==> src/rtl/jtag_dr_bank.sv <==
// ---------------------------------------------------------------------------------------------
// jtag_dr_bank
//
// Data-register engine behind a virtual JTAG TAP. Runs entirely in the tck domain.
// The TAP instruction is decoded into NUM_REGS data registers of DR_WIDTH bits each. The
// selected register is captured, shifted LSB-first and updated. Unmapped codes fall back to
// a 1-bit bypass register. A completed update emits a one-tck one-hot strobe together with
// the shifted word, for a downstream clock-domain crossing to consume.
//
// Optional feature (macro JTAG_DR_LEN_CHECK_EN):
//   An update is accepted only after exactly DR_WIDTH shifts. Otherwise the strobe is
//   suppressed, update_data holds, and the sticky len_error flag sets. len_error is cleared
//   by reset or by a capture with ir == IR_BASE+NUM_REGS (this code behaves as bypass).
//   Without the macro, any shift length updates and len_error is tied to 0.
//
// Ports:
//   tck           JTAG clock, sole clock
//   reset_n       asynchronous active-low reset
//   ir            current instruction from the TAP
//   capture_dr    TAP in Capture-DR
//   shift_dr      TAP in Shift-DR
//   update_dr     TAP in Update-DR
//   tdi           serial data in
//   tdo           serial data out (combinational from state)
//   capture_data  parallel capture values, slice k belongs to register k
//   update_data   last completed shift word
//   update_sel    one-hot strobe of the updated register, one tck wide
//   shift_count   bits shifted since last capture, saturating
//   len_error     sticky length error (feature only, else 0)
//
// DR_WIDTH must be at least 2.
// ---------------------------------------------------------------------------------------------

module jtag_dr_bank #(
    parameter int unsigned IR_LENGTH = 8,
    parameter int unsigned DR_WIDTH  = 32,
    parameter int unsigned NUM_REGS  = 8,
    parameter int unsigned IR_BASE   = 1,
    parameter int unsigned CNT_WIDTH = 8
) (
    input  logic                         tck,
    input  logic                         reset_n,
    input  logic [IR_LENGTH-1:0]         ir,
    input  logic                         capture_dr,
    input  logic                         shift_dr,
    input  logic                         update_dr,
    input  logic                         tdi,
    output logic                         tdo,
    input  logic [NUM_REGS*DR_WIDTH-1:0] capture_data,
    output logic [DR_WIDTH-1:0]          update_data,
    output logic [NUM_REGS-1:0]          update_sel,
    output logic [CNT_WIDTH-1:0]         shift_count,
    output logic                         len_error
);

    localparam int unsigned IdxWidth = (NUM_REGS > 1) ? $clog2(NUM_REGS) : 1;

    // State
    logic [DR_WIDTH-1:0]  shreg_q,       shreg_d;
    logic                 bypass_q,      bypass_d;
    logic [IdxWidth-1:0]  sel_idx_q,     sel_idx_d;
    logic                 sel_valid_q,   sel_valid_d;
    logic [DR_WIDTH-1:0]  update_data_q, update_data_d;
    logic [NUM_REGS-1:0]  update_sel_q,  update_sel_d;
    logic [CNT_WIDTH-1:0] shift_count_q, shift_count_d;
    logic                 upd_prev_q,    upd_prev_d;

    // Instruction decode
    logic [31:0]          ir_ext;
    logic                 ir_hit;
    logic [IdxWidth-1:0]  ir_idx;
    logic [DR_WIDTH-1:0]  cap_words [NUM_REGS];
    logic                 upd_rise;

    assign ir_ext = 32'(ir);
    assign ir_hit = (ir_ext >= IR_BASE) && (ir_ext < IR_BASE + NUM_REGS);
    assign ir_idx = IdxWidth'(ir_ext - IR_BASE);

    for (genvar k = 0; k < NUM_REGS; k++) begin : g_cap_words
        assign cap_words[k] = capture_data[k*DR_WIDTH +: DR_WIDTH];
    end

    // Update acts only on the first cycle of an update_dr pulse, and only when neither
    // capture nor shift has priority in that cycle.
    assign upd_rise = update_dr && !capture_dr && !shift_dr && !upd_prev_q;

`ifdef JTAG_DR_LEN_CHECK_EN
    logic len_err_q, len_err_d;
    logic ir_clr;
    logic len_ok;

    assign ir_clr = (ir_ext == IR_BASE + NUM_REGS);
    assign len_ok = (32'(shift_count_q) == DR_WIDTH);
`endif

    always_comb begin
        shreg_d       = shreg_q;
        bypass_d      = bypass_q;
        sel_idx_d     = sel_idx_q;
        sel_valid_d   = sel_valid_q;
        update_data_d = update_data_q;
        update_sel_d  = '0;
        shift_count_d = shift_count_q;
        upd_prev_d    = update_dr;
`ifdef JTAG_DR_LEN_CHECK_EN
        len_err_d     = len_err_q;
`endif

        if (capture_dr) begin
            if (ir_hit) begin
                sel_idx_d   = ir_idx;
                sel_valid_d = 1'b1;
                shreg_d     = cap_words[ir_idx];
            end else begin
                sel_valid_d = 1'b0;
                bypass_d    = 1'b0;
`ifdef JTAG_DR_LEN_CHECK_EN
                if (ir_clr) begin
                    len_err_d = 1'b0;
                end
`endif
            end
            shift_count_d = '0;
        end else if (shift_dr) begin
            if (sel_valid_q) begin
                shreg_d = {tdi, shreg_q[DR_WIDTH-1:1]};
            end else begin
                bypass_d = tdi;
            end
            // Saturate rather than wrap so over-long shifts stay visible.
            if (shift_count_q != '1) begin
                shift_count_d = shift_count_q + CNT_WIDTH'(1);
            end
        end else if (upd_rise && sel_valid_q) begin
`ifdef JTAG_DR_LEN_CHECK_EN
            if (len_ok) begin
                update_data_d = shreg_q;
                update_sel_d  = NUM_REGS'(1) << sel_idx_q;
            end else begin
                len_err_d = 1'b1;
            end
`else
            update_data_d = shreg_q;
            update_sel_d  = NUM_REGS'(1) << sel_idx_q;
`endif
        end
    end

    always_ff @(posedge tck or negedge reset_n) begin
        if (!reset_n) begin
            shreg_q       <= '0;
            bypass_q      <= 1'b0;
            sel_idx_q     <= '0;
            sel_valid_q   <= 1'b0;
            update_data_q <= '0;
            update_sel_q  <= '0;
            shift_count_q <= '0;
            upd_prev_q    <= 1'b0;
        end else begin
            shreg_q       <= shreg_d;
            bypass_q      <= bypass_d;
            sel_idx_q     <= sel_idx_d;
            sel_valid_q   <= sel_valid_d;
            update_data_q <= update_data_d;
            update_sel_q  <= update_sel_d;
            shift_count_q <= shift_count_d;
            upd_prev_q    <= upd_prev_d;
        end
    end

`ifdef JTAG_DR_LEN_CHECK_EN
    always_ff @(posedge tck or negedge reset_n) begin
        if (!reset_n) begin
            len_err_q <= 1'b0;
        end else begin
            len_err_q <= len_err_d;
        end
    end

    assign len_error = len_err_q;
`else
    assign len_error = 1'b0;
`endif

    // Outputs
    assign tdo         = sel_valid_q ? shreg_q[0] : bypass_q;
    assign update_data = update_data_q;
    assign update_sel  = update_sel_q;
    assign shift_count = shift_count_q;

endmodule
==> config.mk <==
export PLATFORM = sky130hd
export DESIGN_NAME = jtag_dr_bank
export DESIGN_NICKNAME = d
export VERILOG_FILES = /design/src/rtl/jtag_dr_bank.sv
export SDC_FILE = /design/constraint.sdc
export NUM_CORES = 1
export LEC_CHECK = 0
export CORE_UTILIZATION = 30
export DETAILED_ROUTE_END_ITERATION = 8
export RECOVER_POWER = 100
export REMOVE_ABC_BUFFERS = 1
export SLEW_MARGIN = 20
export SYNTH_ARGS = -nofsm -noshare
export SYNTH_HDL_FRONTEND = slang
export SYNTH_SLANG_ARGS = --single-unit
==> constraint.sdc <==
create_clock -name tck -period 2.2 [get_ports tck]
set_input_delay 0.33 -clock tck [delete_from_list [all_inputs] [get_ports tck]]
set_output_delay 0.33 -clock tck [all_outputs]
set_load 0.05 [all_outputs]
Word-level counts from Yosys, hierarchy flattened --
Index checks and enable logic that the tools add are counted.
Storage, ports and cells: register bits after elaboration 86, input port bits 270, output and inout bits 50, word-level logic and storage cells 56
Operators by class: add/subtract/negate cells 2, $lt $le $gt $ge 3, equal/unequal tests 4, shift-type cells 1, mux-type cells 19, bitwise gates (word level) 3, reductions and logical operators 16
Operator list (number):
- 32-bit 2-to-1 mux | 6
- 32-bit binary-select mux with 3-bit select | 1
- 8-bit 2-to-1 mux | 6
- 3-bit AND reduction | 3
- 8-bit by 1-bit adder with 8-bit output, second input constant | 1
- 8-bit by 1-bit >= comparator with 1-bit output, second input constant | 1
- 8-bit by 4-bit < comparator with 1-bit output, second input constant | 1
- 8-bit inequality test, second input constant | 1
- 1-bit by 3-bit << shifter with 8-bit output, first input constant | 1
- 1-bit 2-to-1 mux | 6
- 2-bit nonzero test | 3
- 1-bit logical AND | 5
- 4-bit >= comparator, second input constant | 1
- 2-bit inequality test, second input constant | 2
- 3-bit inverter with 4-bit output | 1
- 2-bit AND reduction | 2
- 1-bit logical NOT | 3
- 3-bit by 1-bit subtractor with 3-bit output, second input constant | 1
- 2-bit by 1-bit inequality test with 1-bit output, second input constant | 1
- 1-bit inverter | 2

Depth between registers and ports, before layout --
Gate-level depths: netlist (run 1).
depth in word-level cells 8, mapped depth 10, depth with buffers taken out 6

Worst setup path before layout (run 1) --
No wires, ideal clock.
path kind input to register, from input port ir[0], to register shreg_q[0], setup time 0.125 ns, arrival 2.115 ns, slack -0.040 ns, stages on the path 10, path through buf_2 -> buf_2 -> inv_1 -> ha_1 -> nor4b_1 -> a2111o_1 -> buf_4 -> buf_6 -> a31oi_1 -> o21ai_1
Between the ends: longest elaborated chain between the ends 7, elaborated cells between the ends (all ways) 12, those cells by class add/sub: 1; order compare: 2; eq/ne: 1; mux: 5; bitwise: 1; reduce/logical: 2
Ends and longest elaborated chain:
- from (decl) | RTL line 43 | input logic [IR_LENGTH-1:0] ir,
- 3-bit by 1-bit subtractor with 3-bit output | RTL line 77 | assign ir_idx = IdxWidth'(ir_ext - IR_BASE);
- named net ir_idx[0] | RTL line 71 | logic [IdxWidth-1:0] ir_idx;
- 3-bit inverter with 4-bit output (not written as such) | RTL line 113 | shreg_d = cap_words[ir_idx];
- 32-bit binary-select mux with 3-bit select | RTL line 113
- 32-bit 2-to-1 mux (not written as such) (2 in a row) | RTL line 113
- 32-bit 2-to-1 mux | RTL line 110 | if (ir_hit) begin
- 32-bit 2-to-1 mux | RTL line 109 | if (capture_dr) begin
- to (signal assigned) | RTL line 160 | shreg_q <= shreg_d;
- to (decl) | RTL line 59 | logic [DR_WIDTH-1:0] shreg_q, shreg_d;
The timed path passes the listed nets, and every way through them passes these cells. The select of a mux whose other input is x is not followed. A chain may end at the register's enable or synchronous reset.

Final worst setup path (run 1) --
from register shift_count_q[0], in the netlist shift_count[0], to output port shift_count[0]
RTL lines:
- from (decl) | RTL line 65 | logic [CNT_WIDTH-1:0] shift_count_q, shift_count_d;
- from (signal assigned) | RTL line 166 | shift_count_q <= shift_count_d;
- to (decl) | RTL line 52 | output logic [CNT_WIDTH-1:0] shift_count,
No word-level cell between the ends.

==> results of run 1 <==
==> synthesized netlist by cell type, drive strengths merged, types with 2 or more instances <==
master / number / area [µm²]
a31oi: 33 / 206
nor2: 7 / 26.3
dfrtp: 86 / 2150
or4: 2 / 15.0
buf: 25 / 146
mux2: 32 / 360
inv: 6 / 22.5
o21ai: 39 / 195
mux2i: 126 / 1260
o31ai: 3 / 27.5
a21oi: 5 / 25.0
nor4b: 4 / 35.0
or3: 2 / 12.5
nand4: 32 / 200
clkbuf: 38 / 145
nand2: 10 / 37.5
xor2: 3 / 26.3
nor3: 3 / 15.0
nor3b: 35 / 263
ha: 3 / 37.5
mux4: 2 / 45.0
nand3: 128 / 641
==> logic make-up (layout without fill, tap and decap cells) <==
group           Yosys count  count (layout)  share of synthesized area
fa+ha+maj                 3               3                    0.00630
xor+xnor                  4               4                    0.00588
buf+inv                  69             374                     0.0527
flops                    86              86                      0.361
other cells               1               1                   0.000629
simple gates            227             227                      0.214
mux                     160             160                      0.279
compound gates           83              83                     0.0804
==> path summary, 6_finish.rpt <==
check                                              end  cells after the start                        from
max                                     shift_count[0]                      1  shift_count[0]$_DFFE_PN0P_
min                         update_data[7]$_DFFE_PN0P_                      1  update_data[7]$_DFFE_PN0P_
max reg2reg                 shift_count[1]$_DFFE_PN0P_                      5  shift_count[3]$_DFFE_PN0P_
min reg2reg                 update_data[7]$_DFFE_PN0P_                      1  update_data[7]$_DFFE_PN0P_
max in group asynchronous  update_data[20]$_DFFE_PN0P_                      3                     reset_n
min in group asynchronous  update_data[28]$_DFFE_PN0P_                      2                     reset_n
==> report_power, final <==
group / internal, µW / switching [µW]
Sequential: 1800 / 176
Clock: 1030 / 612
Combinational: 904 / 702
==> layer usage <==
metal / track usage / up-vias
li1: - / 3012
met1: 0.232 / 2844
met2: 0.348 / 219
met3: 0.0433 / 25
met4: 0.0611 / 0
met5: 0 / -
==> stage by stage <==
| step | utilization | TNS, ps | worst slack, ps |
|---|---|---|---|
| after floorplan | - | -46190 | -1400 |
| after global placement | 0.494 | -3500 | -130 |
| after detailed placement | 0.494 | -4520 | -168 |
| after CTS | 0.511 | 0 | 61.7 |
| after global routing | 0.509 | 0 | 71.3 |
| final | 0.509 | 0 | 160 |
==> layout make-up <==
class                           count  area share
Timing Repair Buffer              352       0.358
Inverter                            6     0.00227
Clock inverter                      5     0.00821
Multi-Input combinational cell    478       0.356
Clock buffer                       11      0.0245
Tap cell                          265      0.0335
Sequential cell                    86       0.217
==> repair_timing <==
item,4_1_cts,5_1_grt
setup endpoints to repair,0,1
endpoints found under the hold margin,35,0
gates resized for setup,0,1
hold buffers,1,0
==> flip-flops by register name, indices dropped and copies added (netlist names) <==
| register | cells |
|---|---|
| sel_idx_q | 3 |
| upd_prev_q | 1 |
| shift_count | 8 |
| update_sel | 8 |
| bypass_q | 1 |
| update_data | 32 |
| sel_valid_q | 1 |
| shreg_q | 32 |
==> placed cells by master, fill, tap and decap left out, drive strengths merged, types with 4 or more instances in the layout <==
| cell type | count |
|---|---|
| a21oi | 5 |
| a31oi | 33 |
| buf | 31 |
| clkbuf | 17 |
| clkdlybuf4s50 | 265 |
| dfrtp | 86 |
| dlygate4sd3 | 50 |
| inv | 7 |
| mux2 | 32 |
| mux2i | 126 |
| nand2 | 10 |
| nand3 | 128 |
| nand4 | 32 |
| nor2 | 7 |
| nor3b | 35 |
| nor4b | 4 |
| o21ai | 39 |
==> reports/qor.yml, run 1 <==
outcome: "completed"
cap_viol_max_count: 0
wl_met1_um: 7830
fin_hold_ws_ps: 499
cts-root-buf: "clkbuf_16"
clock_sinks: 86
ant_nets: 0
initial_core_util: 0.306
syn_area_um2: 5960
netlist-cell-type-count: 38
rows: 51
fin_crit_sh: 0.927
core_area_um2: 19500
path_clk_slew_ps: 60
cpPeakStageDelay_ps: 910
via_count: 6100
fin_area_um2: 9910
routed_wirelength_um: 19900
grt_antenna_before_repair: 1
route.met2.wl_um: 10200
dp_cells: 1186
fp.dieArea_um2: 20400
avgSynthCellArea_um2: 9.42
clk_latency_ps: 340
clock_skew_ps: 6.04
rsz0062_at_grt: "no"
drc: 0
crit_chain: "dlygate4sd3_1"
r2r_slack_ps: 230
diodes: 0
drt-initial-drc-count: 206
required_ps: 1870
placed_area_um2: 9610
tightestPinTransition_ps: 946
viasPerCell: 5.07
ys_seq_area_frac: 0.361
ios: 320
grt_max_degree: 71
track_usage: 0.195
synth_warnings: 0
hold_path.class: "reg -> reg"
crit_family: "buffers and inverters"
ir_drop_v: 0.000314
cts_tree: "yes"
portBuffers: 318
relSlewSlack: 0.369
cts_setup_buffers: 0
endpoint_kind: "primary output"
synth_seq_cells: 86
start_kind: "flip-flop"
power_uw: 5220
drive_gt1_frac: 0.0949
areaGrowthSynthToFinish_pct: 66.1
final_cells: 1203
critPathBufInv: 1
synth-edff-count: 0
grt-ovfl-total: 0
topRoutingLayerUsed: "met4"
synth_flop_cell: "dfrtp_1"
cp_slowest_cell: "dlygate4sd3_1"
setup_viol: 0
post_drt_wl_per_cell_um: 16.5
post-dp-hpwl_um: 15300
max_freq_mhz: 490
fin_crit_ps: 2040
critPathMaxFanout: 6
crit_type: "reg -> out"
die_h_um: 143
dr.pass1.iters: 4
clock_path_buffers: 2
met3WireLength_um: 1470
async_reset_ff_frac: 1.00
numCtsBuffers: 9
htree_levels: 3
chipWidth_um: 143
nFillCells: 1863
grt_pass1_wl_um: 30700
gp_congestion: 0.809
grt_pass1_vias: 5915
p_per_area_nw_per_um2: 527
hold_viol: 0
synthCells: 633
finalMaxSlewViolations: 0
seq_area_um2: 2150
fin_nets: 1206
crit_arrival_ps: 1710
p_leak_uw: 0.00435
multi_input_area_um2: 3520
No activity file was read; power rests on OpenSTA's default activity.
==> run 2: changes to the inputs <==
--- a/config.mk
+++ b/config.mk
@@ -5,11 +5,11 @@
 export SDC_FILE = /design/constraint.sdc
 export NUM_CORES = 1
 export LEC_CHECK = 0
+export ABC_AREA = 1
 export CORE_UTILIZATION = 30
 export DETAILED_ROUTE_END_ITERATION = 8
 export RECOVER_POWER = 100
 export REMOVE_ABC_BUFFERS = 1
-export SLEW_MARGIN = 20
 export SYNTH_ARGS = -nofsm -noshare
 export SYNTH_HDL_FRONTEND = slang
 export SYNTH_SLANG_ARGS = --single-unit
==> run 2 against run 1 <==
Critical path depth did not move. Largest power group unchanged. Maximum frequency fell by 0.34%. Clock power down 5%.
==> reports/qor.yml, run 2 <==
outcome: "completed"
critPathMaxFanout: 7
synth-edff-count: 0
avgSynthCellArea_um2: 5.67
dr.pass1.iters: 7
worstRegToRegCells: 6
viasPerCell: 4.43
min-delay-start: "capture_dr"
cp_slowest_cell: "dlygate4sd3_1"
syn_area_um2: 6940
power_uw: 5430
yosys.area.top_type: "nand2_1"
ys_seq_area_frac: 0.310
synth_area_leaders: "nand2_1 33%, dfrtp_1 31%, nand3_1 14%, inv_1 11%, buf_2 2.6%"
cts_setup_buffers: 0
rows: 55
cp-startpoint: "shift_count[3]$_DFFE_PN0P_"
grt-ovfl-total: 0
topRoutingLayerUsed: "met4"
core_area_um2: 22600
final_cell_mix: "607 x nand2_1, 264 x clkdlybuf4s50_1, 205 x inv_1, 199 x nand3_1, 86 x dfrtp_1"
numCtsBuffers: 9
diodes: 0
fp.dieArea_um2: 23700
route.met2.wl_um: 11800
initial_core_util: 0.306
clk_latency_ps: 340
p_leak_uw: 0.00605
crit_chain: "dlygate4sd3_1"
max_freq_mhz: 489
grt_pass1_vias: 7476
tightestPinTransition_ps: 1030
fin_crit_ps: 2050
synthCells: 1223
reg2reg_from: "shift_count[1]$_DFFE_PN0P_"
synth_warnings: 0
cts_tree: "yes"
path_clk_slew_ps: 60
fin_nets: 1783
gp_congestion: 0.777
ant_nets: 0
via_count: 7979
cpPeakStageDelay_ps: 920
start_kind: "flip-flop"
critPathBufInv: 1
whs_path_depth: 5
p_per_area_nw_per_um2: 504
yosys.cell_count.top_type: "nand2_1"
r2r-end: "shift_count[7]$_DFFE_PN0P_"
cap_viol_max_count: 0
synthTopCellsByCount: "608 x nand2_1, 205 x inv_1, 199 x nand3_1, 86 x dfrtp_1, 36 x buf_2"
hold_path.class: "in -> reg"
synth_seq_cells: 86
die_h_um: 154
areaGrowthSynthToFinish_pct: 55.3
netlist-cell-type-count: 28
post-dp-hpwl_um: 17400
crit_arrival_ps: 1720
clock_skew_ps: 6.86
grt_pass1_wl_um: 38700
clock_path_buffers: 2
drt-initial-drc-count: 440
crit_type: "reg -> out"
cts-root-buf: "clkbuf_16"
hold_viol: 0
setup_viol: 0
async_reset_ff_frac: 1.00
rsz0062_at_grt: "no"
drc: 0
met3WireLength_um: 1290
htree_levels: 3
whs_endpoint: "shreg_q[31]$_DFFE_PN0P_"
chipWidth_um: 154
post_drt_wl_per_cell_um: 13.5
wl_met1_um: 10700
crit_family: "buffers and inverters"
final_common_cell: "nand2_1"
fin_tns_setup_ps: 0
ios: 320
drive_gt1_frac: 0.0383
clock_sinks: 86
relSlewSlack: 0.314
grt_max_degree: 87
portBuffers: 318
synth_flop_cell: "dfrtp_1"
fin_crit_sh: 0.930
synth_top_area_frac: 0.329
routed_wirelength_um: 24200
finalMaxSlewViolations: 0
endpoint_kind: "primary output"
track_usage: 0.204
ir_drop_v: 0.000341
r2r_slack_ps: 480
required_ps: 1870
grt_antenna_before_repair: 0
==> run 2: cell type report <==
class	count	area [µm²]
Fill cell	2353	11900
Multi-Input combinational cell	857	3630
Timing Repair Buffer	345	3540
Sequential cell	86	2150
Inverter	211	796
Tap cell	285	357
Clock buffer	13	260
Clock inverter	3	42.5
==> run 2: metrics by stage <==
step / hold slack [ps] / setup WS (ps) / instance area [µm²] / util / cells
floorplan: 34.4 / -1680 / 6580 / - / 1154
finish: 461 / 153 / 10800 / 0.476 / 1800
detailed placement: 349 / 2.69 / 10500 / 0.463 / 1783
CTS: 473 / 197 / 10800 / 0.477 / 1800
global placement: 349 / 37.9 / 10500 / 0.463 / 1783
global route: 487 / 100 / 10800 / 0.476 / 1800
==> run 2: worst max-delay path by stage <==
| stage | to | slack (ps) | depth (start not counted) |
|---|---|---|---|
| 2_1_floorplan | shreg_q[28]$_DFFE_PN0P_ | -1680 | 9 |
| 3_3_place_gp | shreg_q[7]$_DFFE_PN0P_ | 40 | 11 |
| 3_5_place_dp | shreg_q[16]$_DFFE_PN0P_ | 3 | 12 |
| 4_1_cts | shift_count[3] | 200 | 1 |
| 5_1_grt | shreg_q[10]$_DFFE_PN0P_ | 100 | 11 |
| 6_report | shift_count[3] | 150 | 1 |
==> run 2: power breakdown <==
part           leakage [µW]  internal, µW  switching (µW)
Combinational       0.00475           905             953
Clock              0.000146           942             616
Sequential          0.00115          1820             200
Total               0.00605          3670            1770
==> run 2: what timing repair did <==
action | CTS | global route
endpoints found under the hold margin | 38 | 0
hold buffers | 1 | 0
gates resized for setup | 0 | 0
==> run 2: logic make-up after synthesis <==
| group | Yosys count | share of synthesized area |
|---|---|---|
| AOI/OAI and AO/OA | 16 | 0.0124 |
| adders and majority gates | 3 | 0.00541 |
| buffers and inverters | 280 | 0.166 |
| DFF | 86 | 0.310 |
| other | 1 | 0.000540 |
| and+or+nand+nor | 837 | 0.506 |
==> run 2: worst reg2reg max path, cell delays in order, from the launching register on <==
cell and delay, ps:
dfrtp_1 400, ha_1 200, nand3_1 100, nor2_1 130
nand2_1 110, o21ai_2 450, o21ai_0 180
==> run 2: routing by layer <==
layer | vias to the layer above | GRT usage
met2 | 226 | 0.369
li1 | 4221 | -
met4 | 0 | 0.0538
met5 | - | 0
met1 | 3507 | 0.250
met3 | 25 | 0.0310
==> run 3: changes to the inputs <==
--- a/config.mk
+++ b/config.mk
@@ -7,6 +7,7 @@
 export LEC_CHECK = 0
 export ABC_AREA = 1
 export CORE_UTILIZATION = 30
+export CTS_CLUSTER_SIZE = 12
 export DETAILED_ROUTE_END_ITERATION = 8
 export RECOVER_POWER = 100
 export REMOVE_ABC_BUFFERS = 1
==> results of run 3 <==
Same layout as run 2: the final DEF is identical, and so are final timing and power.
